`src/rtl/tdc_result_framer.sv`:
```
// tdc_result_framer
// Buffers TDC result words in a small FIFO and drains each one as a byte frame:
// header 0xA5, sequence number, then the result word MSB first, zero-padded to whole bytes.

module tdc_result_framer #(
    parameter int DATA_W = 24,
    parameter int DEPTH  = 16,
    parameter int ADDR_W = 4
) (
    input  logic              iClk,
    input  logic              iRst_n,
    input  logic [DATA_W-1:0] iData,
    input  logic              iDone,
    input  logic              iClrOvf,
    input  logic              iByteReady,
    output logic [7:0]        oByte,
    output logic              oByteValid,
    output logic              oEmpty,
    output logic              oFull,
    output logic [ADDR_W:0]   oCount,
    output logic              oOverflow,
    output logic [7:0]        oDropCnt
);

    localparam int NB = (DATA_W + 7) / 8;
    localparam int SW = NB * 8;

    typedef enum logic [1:0] {
        IDLE,
        HDR,
        SEQ,
        DAT
    } state_t;

    state_t            state;
    logic [DATA_W-1:0] mem [DEPTH];
    logic [ADDR_W-1:0] wr_ptr;
    logic [ADDR_W-1:0] rd_ptr;
    logic [ADDR_W:0]   count_next;
    logic [SW-1:0]     shreg;
    logic [SW-1:0]     shreg_shl;
    logic [SW-1:0]     head_ext;
    logic [7:0]        seq;
    logic [7:0]        bcnt;
    logic              pop;
    logic              push;
    logic              drop;
    logic              xfer;

    // Push/pop decisions for this edge; a full FIFO still takes a word if the head leaves on the same edge
    always_comb begin
        pop        = (state == IDLE) && (oCount != '0);
        push       = iDone && ((oCount < (ADDR_W+1)'(DEPTH)) || pop);
        drop       = iDone && !push;
        xfer       = oByteValid && iByteReady;
        count_next = oCount + (ADDR_W+1)'(push) - (ADDR_W+1)'(pop);
        head_ext   = '0;
        head_ext[DATA_W-1:0] = mem[rd_ptr];
        shreg_shl  = shreg << 8;
    end

    // Word storage; no reset needed because only slots covered by the count are ever read
    always_ff @(posedge iClk) begin
        if (push) begin
            mem[wr_ptr] <= iData;
        end
    end

    // Pointers and registered occupancy flags, reflecting the state after each edge
    always_ff @(posedge iClk or negedge iRst_n) begin
        if (!iRst_n) begin
            wr_ptr <= '0;
            rd_ptr <= '0;
            oCount <= '0;
            oEmpty <= 1'b1;
            oFull  <= 1'b0;
        end else begin
            if (push) begin
                wr_ptr <= wr_ptr + 1'b1;
            end
            if (pop) begin
                rd_ptr <= rd_ptr + 1'b1;
            end
            oCount <= count_next;
            oEmpty <= (count_next == '0);
            oFull  <= (count_next == (ADDR_W+1)'(DEPTH));
        end
    end

    // Sticky overflow and saturating drop count; a drop on the clear edge wins and counts as the first drop
    always_ff @(posedge iClk or negedge iRst_n) begin
        if (!iRst_n) begin
            oOverflow <= 1'b0;
            oDropCnt  <= '0;
        end else if (drop) begin
            oOverflow <= 1'b1;
            if (iClrOvf) begin
                oDropCnt <= 8'd1;
            end else if (oDropCnt != 8'hFF) begin
                oDropCnt <= oDropCnt + 8'd1;
            end
        end else if (iClrOvf) begin
            oOverflow <= 1'b0;
            oDropCnt  <= '0;
        end
    end

    // Frame sequencer; the next byte is staged in oByte so the stream output is fully registered
    always_ff @(posedge iClk or negedge iRst_n) begin
        if (!iRst_n) begin
            state      <= IDLE;
            oByte      <= '0;
            oByteValid <= 1'b0;
            shreg      <= '0;
            seq        <= '0;
            bcnt       <= '0;
        end else begin
            case (state)
                IDLE: begin
                    if (pop) begin
                        shreg      <= head_ext;
                        oByte      <= 8'hA5;
                        oByteValid <= 1'b1;
                        state      <= HDR;
                    end
                end
                HDR: begin
                    if (xfer) begin
                        oByte <= seq;
                        state <= SEQ;
                    end
                end
                SEQ: begin
                    if (xfer) begin
                        seq   <= seq + 8'd1;
                        bcnt  <= '0;
                        oByte <= shreg[SW-1 -: 8];
                        state <= DAT;
                    end
                end
                DAT: begin
                    if (xfer) begin
                        shreg <= shreg_shl;
                        bcnt  <= bcnt + 8'd1;
                        if (bcnt == 8'(NB - 1)) begin
                            oByte      <= '0;
                            oByteValid <= 1'b0;
                            state      <= IDLE;
                        end else begin
                            oByte <= shreg_shl[SW-1 -: 8];
                        end
                    end
                end
                default: begin
                    oByteValid <= 1'b0;
                    state      <= IDLE;
                end
            endcase
        end
    end

endmodule

```
`config.mk`:
```
export PLATFORM = sky130hd
export DESIGN_NAME = tdc_result_framer
export DESIGN_NICKNAME = d
export VERILOG_FILES = /design/src/rtl/tdc_result_framer.sv
export SDC_FILE = /design/constraint.sdc
export NUM_CORES = 1
export LEC_CHECK = 0
export CELL_PAD_IN_SITES_DETAIL_PLACEMENT = 0
export CELL_PAD_IN_SITES_GLOBAL_PLACEMENT = 1
export CORE_AREA = 3 3 278 280
export DETAILED_ROUTE_END_ITERATION = 8
export DIE_AREA = 0 0 281 283
export PLACE_DENSITY = 0.42
export REMOVE_ABC_BUFFERS = 1
export SYNTH_ARGS = -nofsm -noshare
export SYNTH_HDL_FRONTEND = slang
export SYNTH_SLANG_ARGS = --single-unit
```
`constraint.sdc`:
```
create_clock -name iClk -period 3.39 [get_ports iClk]
set_clock_uncertainty 0.1 [all_clocks]
set_input_delay 0.678 -clock iClk [delete_from_list [all_inputs] [get_ports iClk]]
set_output_delay 0.678 -clock iClk [all_outputs]
set_load 0.005 [all_outputs]
```
Word level (Yosys, flattened, before mapping)
Memories as Yosys holds them, arrays and structs flattened.
Cells that the tools add are included.
{"block": "totals", "ff_bits": 75, "latch_bits": 0, "ram_bits": 384, "romBits": 0, "input_bits": 29, "word_cells": 83, "mem_count": 1}
{"memory": "mem", "depth": 16, "width": 24, "rd": 1, "rd_ports_with_merged_regs": 0, "wr": 1, "line_no": "36", "text": "logic [DATA_W-1:0] mem [DEPTH];"}
{"block": "op_classes", "n_addsub": 7, "mul": 0, "div": 0, "magnitude_cmp": 1, "eq_ne": 11, "shifts": 0, "mux": 30, "n_bitwise": 0, "n_reduce_logical": 20}
{"op": "$mux 8", "n": 11}
{"op": "$mux 24", "n": 2}
{"op": "$pmux 24 s2", "n": 1}
{"op": "$pmux 8 s4", "n": 1}
{"op": "$add 8x1->8 const B", "n": 3}
{"op": "$pmux 8 s2", "n": 1}
{"op": "$mux 2", "n": 5}
{"op": "$ne 2x2->1 const B", "n": 5}
{"op": "$add 4x1->4 const B", "n": 2}
{"op": "$eq 8x2->1 const B", "n": 1}
{"op": "$ne 8x8->1 const B", "n": 1}
{"op": "$pmux 2 s4", "n": 1}
{"op": "$reduce_and 4->1", "n": 2}
{"op": "$reduce_bool 2->1", "n": 4}
{"op": "$mux 1", "n": 7}
{"op": "$reduce_and 3->1", "n": 2}
{"op": "$add 5x1->5", "n": 1}
{"op": "$eq 5x5->1 const B", "n": 1}
{"op": "$logic_not 5->1", "n": 1}
{"op": "$lt 5x5->1 const B", "n": 1}
{"op": "$reduce_and 5->1", "n": 1}
{"op": "$reduce_bool 5->1", "n": 1}
{"op": "$sub 5x1->5", "n": 1}
{"op": "$eq 2x2->1 const B", "n": 2}
{"op": "other kinds (7)", "n": 11}

Logic depth before layout (Yosys ltp)
{"block": "depth", "word_depth": 8, "mapped_depth": 15, "ltp_nobuf": 14}

Worst setup path before layout
No wires, ideal clock.
{"block": "synth_path", "path_type": "flip-flop to flip-flop", "startpoint": "reg state[0]", "endpoint": "mem mem[3][0] (enable)", "setup_ps": 435, "t_arrival_ps": 3161, "slack_ps": -306, "stages_incl_launch_ff": 8, "period_less_slack_ps": 3696, "path_cell_list": "dfrtp_1 > inv_1 > ha_1 > buf_4 > inv_2 > a21boi_1 > nand2_1 > nor3_1"}
{"block": "synth_via", "elab_chain_cells": 6}
{"element": "from (decl)", "line_no": "35", "text": "state_t state;"}
{"element": "from (signal assigned)", "line_no": "111", "text": "state <= IDLE;"}
{"element": "from (signal assigned)", "line_no": "124", "text": "state <= HDR;"}
{"element": "from (signal assigned)", "line_no": "130", "text": "state <= SEQ;"}
{"element": "$logic_not 2->1", "line_no": "52", "text": "pop = (state == IDLE) && (oCount != '0);"}
{"element": "$logic_and 1x1->1", "line_no": "52"}
{"element": "$logic_or 1x1->1", "line_no": "53", "text": "push = iDone && ((oCount < (ADDR_W+1)'(DEPTH)) || pop);"}
{"element": "$logic_and 1x1->1", "line_no": "53"}
{"element": "$mux 1", "line_no": "64", "text": "if (push) begin"}
{"element": "$mux 1 (implied by the code)", "line_no": "65", "text": "mem[wr_ptr] <= iData;"}
{"element": "to (decl)", "line_no": "36"}
No other way between the ends.

Worst setup path in the final report
{"block": "layout_path", "startpoint": "reg state[0]", "endpoint": "reg oFull"}
{"block": "layout_via", "elab_chain_cells": 7}
{"element": "$logic_not 2->1 (*)", "line_no": "52"}
{"element": "$logic_and 1x1->1 (*)", "line_no": "52"}
{"element": "$logic_or 1x1->1", "line_no": "53"}
{"element": "$logic_and 1x1->1", "line_no": "53"}
{"element": "$add 5x1->5", "line_no": "56", "text": "count_next = oCount + (ADDR_W+1)'(push) - (ADDR_W+1)'(pop);"}
{"element": "$sub 5x1->5 (*)", "line_no": "56"}
{"element": "named net count_next[1]", "line_no": "39", "text": "logic [ADDR_W:0] count_next;"}
{"element": "$eq 5x5->1 (*)", "line_no": "86", "text": "oFull <= (count_next == (ADDR_W+1)'(DEPTH));"}
{"element": "to (signal assigned)", "line_no": "86"}
{"element": "to (decl)", "line_no": "19", "text": "output logic oFull,"}
Mark *: on every way through the listed nets, which the timed path passes. The rest lies on a longest branch.
A chain may end at the register's enable or synchronous reset.

==> reports/qor.yml <==
outcome: "finished clean"
yosysSeqAreaShare_pct: 71.50
min_from: "seq[7]$_DFFE_PN0P_"
cp_data_arrival_time_ps: 3380
via_per_inst: 4.541
ys_seq_elements: 459
fp-row-count: 100
hold_class: "flip-flop to flip-flop"
r2r_cells: 13
setup_viol: 0
end_kind: "flip-flop"
cp_data_required_time_ps: 3750
grt_pass1_vias: 10180
netlist.area_leader.share_pct: 61.49
drt_first_pass_iters: 7
async_flop_share_pct: 16.34
grt_pass1_wl_um: 72140
path_class: "flip-flop to flip-flop"
max_cap_violations: 0
syn_area_per_cell_um2: 18.92
post_drt_wl_per_cell_um: 23.03
drt-initial-drc-count: 628
cellPowerDensity_mw_per_mm2: 847.9
fin_crit_ps: 3022
worst-path-max-fanout: 3
core_area_mm2: 0.07470
layout-drive-gt1-share_pct: 25.92
finalWirelength_um: 48620
min_path_cells: 1
p_leak_uw: 0.007483
antennaDiodeCount: 0
synth_area_mm2: 0.01875
finalNonFillerCells: 2111
placed_cells: 2009
fill_cells: 7250
insertion_delay_ps: 590
vias: 9587
ys_warn_count: 0
fin_area_mm2: 0.02260
antenna_found_initial: 0
clock_sinks: 459
htree_levels: 2
synthTopCellsByArea: "edfxtp_1 61%, mux4_2 12%, dfrtp_1 9.9%"
area_growth_pct: 20.50
grt_usage_pct: 12.33
cts_setup_buffers: 0
worstMarginPinSlew_ps: 839.6
final_cell_mix: "384 x edfxtp_1, 96 x mux4_2, 71 x dfrtp_1"
slew_viol_final: 0
fp.dieArea_mm2: 0.07952
startpoint_type: "flip-flop"
post-synth-top-area-cell: "edfxtp_1"
rrSetupSlack_ps: 370
dp_hpwl_um: 30020
period_share_pct: 89.14
grt_max_degree: 40
die_h_um: 283
yosysUniqueCellTypes: 59
power_uw: 19160
cts_tree: "done"
numPortBuffers: 53
gp_congestion: 0.7132
finalHoldViolCount: 0
drc: 0
antenna_left: 0
syn_inst: 991
num-nets-final: 1146
mostFrequentLayoutCell: "edfxtp_1"
clk_path_buf_depth: 3
grt_overflow_total: 0
rsz0062_at_grt: "false"
placed_area_mm2: 0.02088
die_x_um: 281
ios: 54
worstReg2RegStart: "state[0]$_DFFE_PN0P_"
initial_core_util_pct: 25.11
clk_pin_slew_worst_paths_ps: 60
synth-main-ff-cell: "edfxtp_1"
synth-edff-count: 384
worstHoldEndpoint: "seq[7]$_DFFE_PN0P_"
cts_buffers: 54
rr_endpoint: "oFull$_DFF_PN0_"
relSlewSlack_pct: 44.03
max_freq_mhz: 330.9
cts_root_buf: "clkbuf_16"
vdd_drop_max_mv: 0.3857
metrics by stage:
step	hold slack (ps)	utilization, %	worst slack, ps	setup TNS, ps
after floorplan	282.4	-	-1279	-69800
after global placement	372.7	27.95	-13.14	-13.14
after detailed placement	370.0	27.95	-135.2	-135.2
after CTS	381.1	30.25	313.0	0
after global routing	400.4	30.25	212.1	0
final	383.4	30.25	368.2	0
sequential cells by signal, summed over array words and instances, names as in the netlist:
signal	cells
oDropCnt	8
seq	8
oCount	5
oFull	1
oByteValid	1
oByte	8
rd_ptr	4
wr_ptr	4
bcnt	8
oOverflow	1
mem	384
shreg	24
oEmpty	1
state	2
what timing repair did:
item | in CTS | in global routing
endpoints found under the hold margin | 15 | 0
hold buffers | 1 | 0
gates resized for setup | 0 | 0
critical path, stage by stage, from the launching register on:
cell	delay, ps
dfrtp_1	400
inv_1	110
ha_1	190
inv_2	50
a21boi_1	180
inv_1	70
ha_1	270
inv_1	60
ha_1	150
inv_1	60
fa_1	500
inv_1	50
or3_1	390
nor4bb_1	330
worst max path at each step:
| stage | from | end | slack [ps] |
|---|---|---|---|
| 2_1_floorplan | rd_ptr[1]$_DFFE_PN0P_ | shreg[16]$_DFFE_PN0P_ | -1280 |
| 3_3_place_gp | iDone | oFull$_DFF_PN0_ | -10 |
| 3_5_place_dp | iDone | oFull$_DFF_PN0_ | -140 |
| 4_1_cts | oCount[3]$_DFF_PN0_ | oFull$_DFF_PN0_ | 310 |
| 5_1_grt | oCount[3]$_DFF_PN0_ | oFull$_DFF_PN0_ | 210 |
| 6_report | state[0]$_DFFE_PN0P_ | oFull$_DFF_PN0_ | 370 |
cell families (layout without fill, tap and decap cells):
kind of cell	Yosys count	in the layout	share of synthesized area [%]
adders and majority gates	20	20	1.374
AOI/OAI and AO/OA	113	113	4.744
and+or+nand+nor	121	121	3.510
buffers and inverters	92	243	2.422
DFF	459	459	71.50
muxes	163	163	15.37
xor gates and xnor gates	23	23	1.074
where the power goes:
part           internal, µW  total [µW]  switching (µW)
registers              6850        7660             813
logic                  2930        5880            2950
clock network          3340        5620            2280
total                 13100       19200            6050
synthesized netlist by cell type (all sizes together) (3+ instances only):
master	instances
nand3	8
o221a	14
and3	5
and2	4
nor3	6
mux2i	27
edfxtp	384
nand4	9
mux4	96
clkbuf	12
o211ai	3
or3	5
inv	33
o21ai	14
xor2	6
a211oi	5
ha	19
o2bb2ai	4
a222oi	18
nand2	22
mux2	40
nor2	31
o31ai	4
xnor2	17
a21o	4
o22ai	16
dfrtp	74
a21oi	10
nand2b	6
a221oi	4
or4	3
buf	47
nand3b	14
a22oi	8
area by class of cell:
type                            instances  area (µm²)  share of cell area (%)
Multi-Input combinational cell        440        5002                   22.14
Sequential cell                       459       13420                   59.39
Inverter                               33       123.9                  0.5482
Clock inverter                         35       294.0                   1.301
Tap cell                              969        1212                   5.365
Timing Repair Buffer                  109        1126                   4.983
Clock buffer                           66        1418                   6.274
layer usage:
layer | track usage [%] | part of all wire, % | vias up
met2 | 20.14 | 48 | 170
met1 | 17.09 | 47 | 5097
met3 | 2.133 | 3.6 | 63
met5 | 0 | 0 | -
li1 | - | - | 4257
met4 | 2.926 | 1.8 | 0
(Power assumes the default switching activity.)
